`config.mk`:
```
export PLATFORM = sky130hd
export DESIGN_NAME = sshr_share_ctrl_flat
export DESIGN_NICKNAME = d
export VERILOG_FILES = /design/src/rtl/sshr_share_ctrl_if.sv /design/src/rtl/sshr_share_ctrl.sv /design/src/flat_wrapper.sv
export SDC_FILE = /design/constraint.sdc
export NUM_CORES = 1
export LEC_CHECK = 0
export CAP_MARGIN = 10
export CORE_UTILIZATION = 40
export DETAILED_ROUTE_END_ITERATION = 12
export GPL_TIMING_DRIVEN = 0
export PLACE_DENSITY = 0.82
export SLEW_MARGIN = 0
export SYNTH_ARGS = -nofsm -noshare
export SYNTH_HDL_FRONTEND = slang
export SYNTH_SLANG_ARGS = --single-unit
```
`constraint.sdc`:
```
create_clock -name Clk -period 4.3 [get_ports Clk]
set_input_delay 0.43 -clock Clk [delete_from_list [all_inputs] [get_ports Clk]]
set_output_delay 0.43 -clock Clk [all_outputs]
set_load 0.05 [all_outputs]
```
`src/rtl/sshr_share_ctrl_if.sv`:
```
// Bundle of the two request channels and the response channel of the
// shared arithmetic right shifter.
//
// Handshake rule, same on every channel: a transfer happens on a rising
// clock edge where valid and ready are both high. The sender keeps valid
// and its payload stable until that edge. Ready may depend combinationally
// on valid. Valid never depends on ready.
interface sshr_share_ctrl_if #(
    parameter int DATAWIDTH = 8
);
    logic                 req0_valid;
    logic [DATAWIDTH-1:0] req0_a;
    logic [DATAWIDTH-1:0] req0_sh;
    logic                 req0_ready;

    logic                 req1_valid;
    logic [DATAWIDTH-1:0] req1_a;
    logic [DATAWIDTH-1:0] req1_sh;
    logic                 req1_ready;

    logic                 rsp_valid;
    logic [DATAWIDTH-1:0] rsp_d;
    logic                 rsp_id;
    logic                 rsp_ready;

    // Shifter side: takes requests, produces responses.
    modport slave (
        input  req0_valid, req0_a, req0_sh,
        output req0_ready,
        input  req1_valid, req1_a, req1_sh,
        output req1_ready,
        output rsp_valid, rsp_d, rsp_id,
        input  rsp_ready
    );

    // Producer/consumer side.
    modport master (
        output req0_valid, req0_a, req0_sh,
        input  req0_ready,
        output req1_valid, req1_a, req1_sh,
        input  req1_ready,
        input  rsp_valid, rsp_d, rsp_id,
        output rsp_ready
    );
endinterface

```
`src/rtl/sshr_share_ctrl.sv`:
```
// Shared iterative signed arithmetic right shifter. Two requesters are
// arbitrated round-robin; the winner's operand is shifted one bit per cycle
// (sign-filling) and the result is held on the response channel until the
// consumer takes it. Shift amounts at or above DATAWIDTH clamp to DATAWIDTH,
// which leaves only sign bits.
module sshr_share_ctrl #(
    parameter int DATAWIDTH = 8
) (
    input  logic                 Clk,
    input  logic                 Rst,
    sshr_share_ctrl_if.slave     bus,
    output logic                 busy,
    output logic [1:0]           dbg_state
);

    localparam int CW = $clog2(DATAWIDTH + 1);
    localparam logic [DATAWIDTH-1:0] SH_MAX  = DATAWIDTH'(DATAWIDTH);
    localparam logic [CW-1:0]        CNT_MAX = CW'(DATAWIDTH);
    localparam logic [CW-1:0]        CNT_ONE = CW'(1);

    typedef enum logic [1:0] {
        IDLE  = 2'd0,
        SHIFT = 2'd1,
        RESP  = 2'd2
    } state_t;

    state_t               state;
    state_t               state_nx;
    logic [DATAWIDTH-1:0] acc;
    logic [CW-1:0]        count;
    logic                 rsp_id_q;
    logic                 last_grant;

    logic                 any_valid;
    logic                 grant;
    logic                 accept;
    logic [DATAWIDTH-1:0] sel_a;
    logic [DATAWIDTH-1:0] sel_sh;
    logic [CW-1:0]        n_sel;

    // Round-robin pick: a lone requester wins, a tie goes to the one not
    // served last. Operand and clamped shift count of the winner.
    always_comb begin
        any_valid = bus.req0_valid | bus.req1_valid;
        grant     = 1'b0;
        if (bus.req0_valid && bus.req1_valid) begin
            grant = ~last_grant;
        end else if (bus.req1_valid) begin
            grant = 1'b1;
        end
        sel_a  = grant ? bus.req1_a  : bus.req0_a;
        sel_sh = grant ? bus.req1_sh : bus.req0_sh;
        if (sel_sh >= SH_MAX) begin
            n_sel = CNT_MAX;
        end else begin
            n_sel = CW'(sel_sh);
        end
        accept = (state == IDLE) && any_valid;
    end

    // State register.
    always_ff @(posedge Clk or posedge Rst) begin
        if (Rst) begin
            state <= IDLE;
        end else begin
            state <= state_nx;
        end
    end

    // Next-state logic: a zero shift goes straight to RESP; the last shift
    // edge lands in RESP so the result is registered when rsp_valid rises.
    always_comb begin
        state_nx = state;
        case (state)
            IDLE: begin
                if (accept) begin
                    state_nx = (n_sel == '0) ? RESP : SHIFT;
                end
            end
            SHIFT: begin
                if (count == CNT_ONE) begin
                    state_nx = RESP;
                end
            end
            RESP: begin
                if (bus.rsp_ready) begin
                    state_nx = IDLE;
                end
            end
            default: state_nx = IDLE;
        endcase
    end

    // Outputs decoded from state; ready only ever rises in IDLE, so no
    // request can be taken in the cycle a response is handed over.
    always_comb begin
        bus.req0_ready = accept && !grant;
        bus.req1_ready = accept &&  grant;
        bus.rsp_valid  = (state == RESP);
        bus.rsp_d      = acc;
        bus.rsp_id     = rsp_id_q;
        busy           = (state != IDLE);
        dbg_state      = state;
    end

    // Datapath: load on accept, shift one bit per SHIFT cycle, hold in RESP.
    always_ff @(posedge Clk or posedge Rst) begin
        if (Rst) begin
            acc        <= '0;
            count      <= '0;
            rsp_id_q   <= 1'b0;
            last_grant <= 1'b1;
        end else begin
            case (state)
                IDLE: begin
                    if (accept) begin
                        acc        <= sel_a;
                        count      <= n_sel;
                        rsp_id_q   <= grant;
                        last_grant <= grant;
                    end
                end
                SHIFT: begin
                    acc   <= {acc[DATAWIDTH-1], acc[DATAWIDTH-1:1]};
                    count <= count - CNT_ONE;
                end
                default: begin
                end
            endcase
        end
    end

endmodule
```
`src/flat_wrapper.sv`:
```
// flat-port wrapper written by rule: the top's interface ports become plain ports
module sshr_share_ctrl_flat 
#(
    parameter int DATAWIDTH = 8
)
  (Clk, Rst, busy, dbg_state, bus_req0_valid, bus_req0_a, bus_req0_sh, bus_req0_ready, bus_req1_valid, bus_req1_a, bus_req1_sh, bus_req1_ready, bus_rsp_valid, bus_rsp_d, bus_rsp_id, bus_rsp_ready);
  sshr_share_ctrl_if #(.DATAWIDTH(DATAWIDTH)) bus_i ();
  input  logic Clk;
  input  logic Rst;
  output logic busy;
  output logic [1:0] dbg_state;
  input wire logic [$bits(bus_i.req0_valid)-1:0] bus_req0_valid;
  input wire logic [$bits(bus_i.req0_a)-1:0] bus_req0_a;
  input wire logic [$bits(bus_i.req0_sh)-1:0] bus_req0_sh;
  output wire logic [$bits(bus_i.req0_ready)-1:0] bus_req0_ready;
  input wire logic [$bits(bus_i.req1_valid)-1:0] bus_req1_valid;
  input wire logic [$bits(bus_i.req1_a)-1:0] bus_req1_a;
  input wire logic [$bits(bus_i.req1_sh)-1:0] bus_req1_sh;
  output wire logic [$bits(bus_i.req1_ready)-1:0] bus_req1_ready;
  output wire logic [$bits(bus_i.rsp_valid)-1:0] bus_rsp_valid;
  output wire logic [$bits(bus_i.rsp_d)-1:0] bus_rsp_d;
  output wire logic [$bits(bus_i.rsp_id)-1:0] bus_rsp_id;
  input wire logic [$bits(bus_i.rsp_ready)-1:0] bus_rsp_ready;
  assign bus_i.req0_valid = bus_req0_valid;
  assign bus_i.req0_a = bus_req0_a;
  assign bus_i.req0_sh = bus_req0_sh;
  assign bus_req0_ready = bus_i.req0_ready;
  assign bus_i.req1_valid = bus_req1_valid;
  assign bus_i.req1_a = bus_req1_a;
  assign bus_i.req1_sh = bus_req1_sh;
  assign bus_req1_ready = bus_i.req1_ready;
  assign bus_rsp_valid = bus_i.rsp_valid;
  assign bus_rsp_d = bus_i.rsp_d;
  assign bus_rsp_id = bus_i.rsp_id;
  assign bus_i.rsp_ready = bus_rsp_ready;
  sshr_share_ctrl #(.DATAWIDTH(DATAWIDTH)) u_core (.Clk(Clk), .Rst(Rst), .bus(bus_i), .busy(busy), .dbg_state(dbg_state));
endmodule
```
==> results.json <==
{
  "dieArea_um2": 2650,
  "wl_um": 2650,
  "fin_hold_ws_ps": 480,
  "clk-insertion-delay-late_ps": 300,
  "syn-cell-area_um2": 978,
  "worst_path_most_repeated_cell": "clkdlybuf4s50_1",
  "irDropWorstVdd_v": 0.000598,
  "htree_num_levels": 1,
  "status": "finished, final reports clean",
  "yosys_register_bits": 16,
  "final_antenna_net_count": 0,
  "power.density_cell_area_nw_per_um2": 718,
  "synth.yosys.seq_area_share_pct": 41.0,
  "worst_setup_path_startpoint": "bus_req1_valid",
  "grt_overflow_total": 0,
  "max-cap-violations": 0,
  "post-place-ws_ps": 1360,
  "drt_iter0_drc": 9,
  "finalSetupViolations": 0,
  "postLayoutCoreUtil_pct": 69.2,
  "syn-mean-instance-area_um2": 9.88,
  "r2r_cell_count": 4,
  "num-nets-final": 194,
  "path_cells": "clkdlybuf4s50_1 > a21boi_1 > buf_2 > nor2b_1 > clkdlybuf4s50_1",
  "tritoncts.num_buffers": 3,
  "grtUsageTotal_pct": 23.5,
  "hold_buffer_count_at_cts": 0,
  "timing.critical_path.arrival_ps": 2520,
  "die_w_um": 51.5,
  "worst_r2r_startpoint": "u_core.dbg_state[0]$_DFFE_PP0P_",
  "synth_fp_nets": 138,
  "synth-edff-count": 0,
  "grt_setup_unrepaired": "no",
  "post_route_cells_drive_above_1_share_pct": 9.74,
  "critPathCaptureType": "output port",
  "io_port_bufs": 51,
  "grt_max_degree": 17,
  "worst_ep_required_time_ps": 3870,
  "place_hpwl_um": 2130,
  "synth_top_cells_by_area": "dfrtp_1 (38%), mux2i_1 (8.2%), a22oi_1 (5.4%), a221o_1 (4.1%), nor2b_1 (3.8%)",
  "slowest_cell_on_the_critical_path": "clkdlybuf4s50_1",
  "synth-warning-count": 0,
  "drt_pass1_iterations": 4,
  "tightest_slew_ps": 606,
  "fp-row-count": 17,
  "rr_endpoint": "u_core.count[1]$_DFFE_PP0P_",
  "synth_cells": 99,
  "max_clock_freq_ghz": 0.339,
  "clock_path_buffers": 2,
  "worst-path-max-fanout": 10,
  "fill_cell_count": 196,
  "final_min_period_over_clock_period_pct": 68.5,
  "final_common_cell": "clkdlybuf4s50_1",
  "critPathBufInv": 3,
  "min_tclk_post_route_ps": 2950,
  "top_cell_family_by_delay_on_the_critical_path": "buffers and inverters",
  "worst-r2r-setup-slack_ps": 2540,
  "grt_first_pass_wirelength_um": 4520,
  "remaining_drc_errors": 0,
  "timing_worst_setup_path_type": "input port to output port",
  "initial_utilization_pct": 43.4,
  "finalHoldViolations": 0,
  "antennaDiodeCount": 0,
  "max_slew_margin_pct": 59.6,
  "total_i_o_pin_count": 52,
  "finish.instance_area_um2": 1560,
  "fin_tns_setup_ps": 0,
  "hp-class": "input port to async pin",
  "vias": 1001,
  "yosysTopAreaCellShare_pct": 38.4,
  "cpPeakStageDelay_ps": 860,
  "layout-area-overhead-vs-synth_pct": 59.5,
  "slew_violations": 0,
  "number_of_global_route_vias_before_repair": 1062,
  "clock_tree_from_tritoncts": "yes",
  "mostFrequentLayoutCells": "clkdlybuf4s50_1 (51), dfrtp_1 (15), mux2i_1 (8)",
  "cts.clk_slew.worst_paths_ps": 110,
  "routabilityCongestion": 0.827,
  "synth.distinct_cells": 35,
  "fin_worst_skew_ps": 6.46,
  "post_cts_setup_buffer_count": 0,
  "dominantRegCellSynth": "dfrtp_1",
  "dpl_cell_area_um2": 1520,
  "cts-root-buf": "clkbuf_4",
  "post_cts_resized": 0,
  "drt-wirelength-per-cell_um": 14.6,
  "p_leak_nw": 0.658,
  "postLayoutSetupSlackWorst_ps": 1350,
  "core_area_um2": 2250,
  "grt_antenna_before_repair": 0,
  "synth_top_cell_by_area": "dfrtp_1",
  "clkSinkCount": 16,
  "via_density": 5.50,
  "die_ht_um": 51.5,
  "cp_launch_type": "input port",
  "synthArstFlopShare_pct": 100
}
[per-layer routing]
metal / wire [µm] / track usage (%) / part of all wire [%] / vias to the layer above
li1: - / - / - / 490
met1: 1110 / 27.3 / 42 / 478
met2: 1380 / 42.2 / 52 / 30
met3: 133 / 5.95 / 5.0 / 3
met4: 29 / 6.76 / 1.1 / 0
met5: 0 / 0 / 0 / -
[area by class of cell]
class	count	area, µm²	area share (%)
well taps	28	35.0	2.25
clock buffers	4	36.3	2.33
inverters	3	11.3	0.722
multi-input cells	74	531	34.0
plain buffers	6	35.0	2.25
repair buffers	51	510	32.7
flip-flops and latches	16	402	25.7
[sequential cells by signal, indices dropped and copies added (netlist names)]
signal / flops
u_core.count: 4
u_core.bus.rsp_id: 1
u_core.last_grant: 1
u_core.dbg_state: 2
u_core.bus.rsp_d: 8
[power by group]
group	internal, mW	switching, mW	total [mW]
Clock	0.0517	0.0549	0.107
Combinational	0.295	0.420	0.715
Sequential	0.228	0.0702	0.298
Total	0.575	0.545	1.12
[cell families after synthesis]
group / Yosys count / share of synthesized area (%)
AOI/OAI and AO/OA: 33 / 25.4
xor gates and xnor gates: 1 / 0.895
adders and majority gates: 2 / 2.56
buffers and inverters: 9 / 4.73
DFF: 16 / 41.0
muxes: 8 / 8.18
and+or+nand+nor: 30 / 17.1
[per-stage QoR]
stage	total power [mW]	cells
after floorplan	0.784	99
after global placement	0.999	178
after detailed placement	1.01	178
after CTS	1.12	182
after global routing	1.19	182
final	1.12	182
[synthesized netlist by cell type (3+ instances only)]
cell type and number:
dfrtp_1 15, o221a_2 3, o21ai_0 7, mux2i_1 8, nor2_1 6, nor2b_1 6, a21o_1 3, a221o_1 4
a22oi_1 7, inv_1 3, nor3_1 5, clkbuf_1 3
[worst max path at each step]
| stage | end | slack, ps | cells past startpoint |
|---|---|---|---|
| finish | bus_req1_ready | 1350 | 5 |
| global route | bus_req1_ready | 1210 | 5 |
| CTS | bus_req1_ready | 1340 | 5 |
| detailed placement | bus_req1_ready | 1360 | 5 |
| global placement | bus_req1_ready | 1340 | 5 |
| floorplan | bus_req0_ready | 1810 | 4 |
Power figures use the tool's default switching activity.
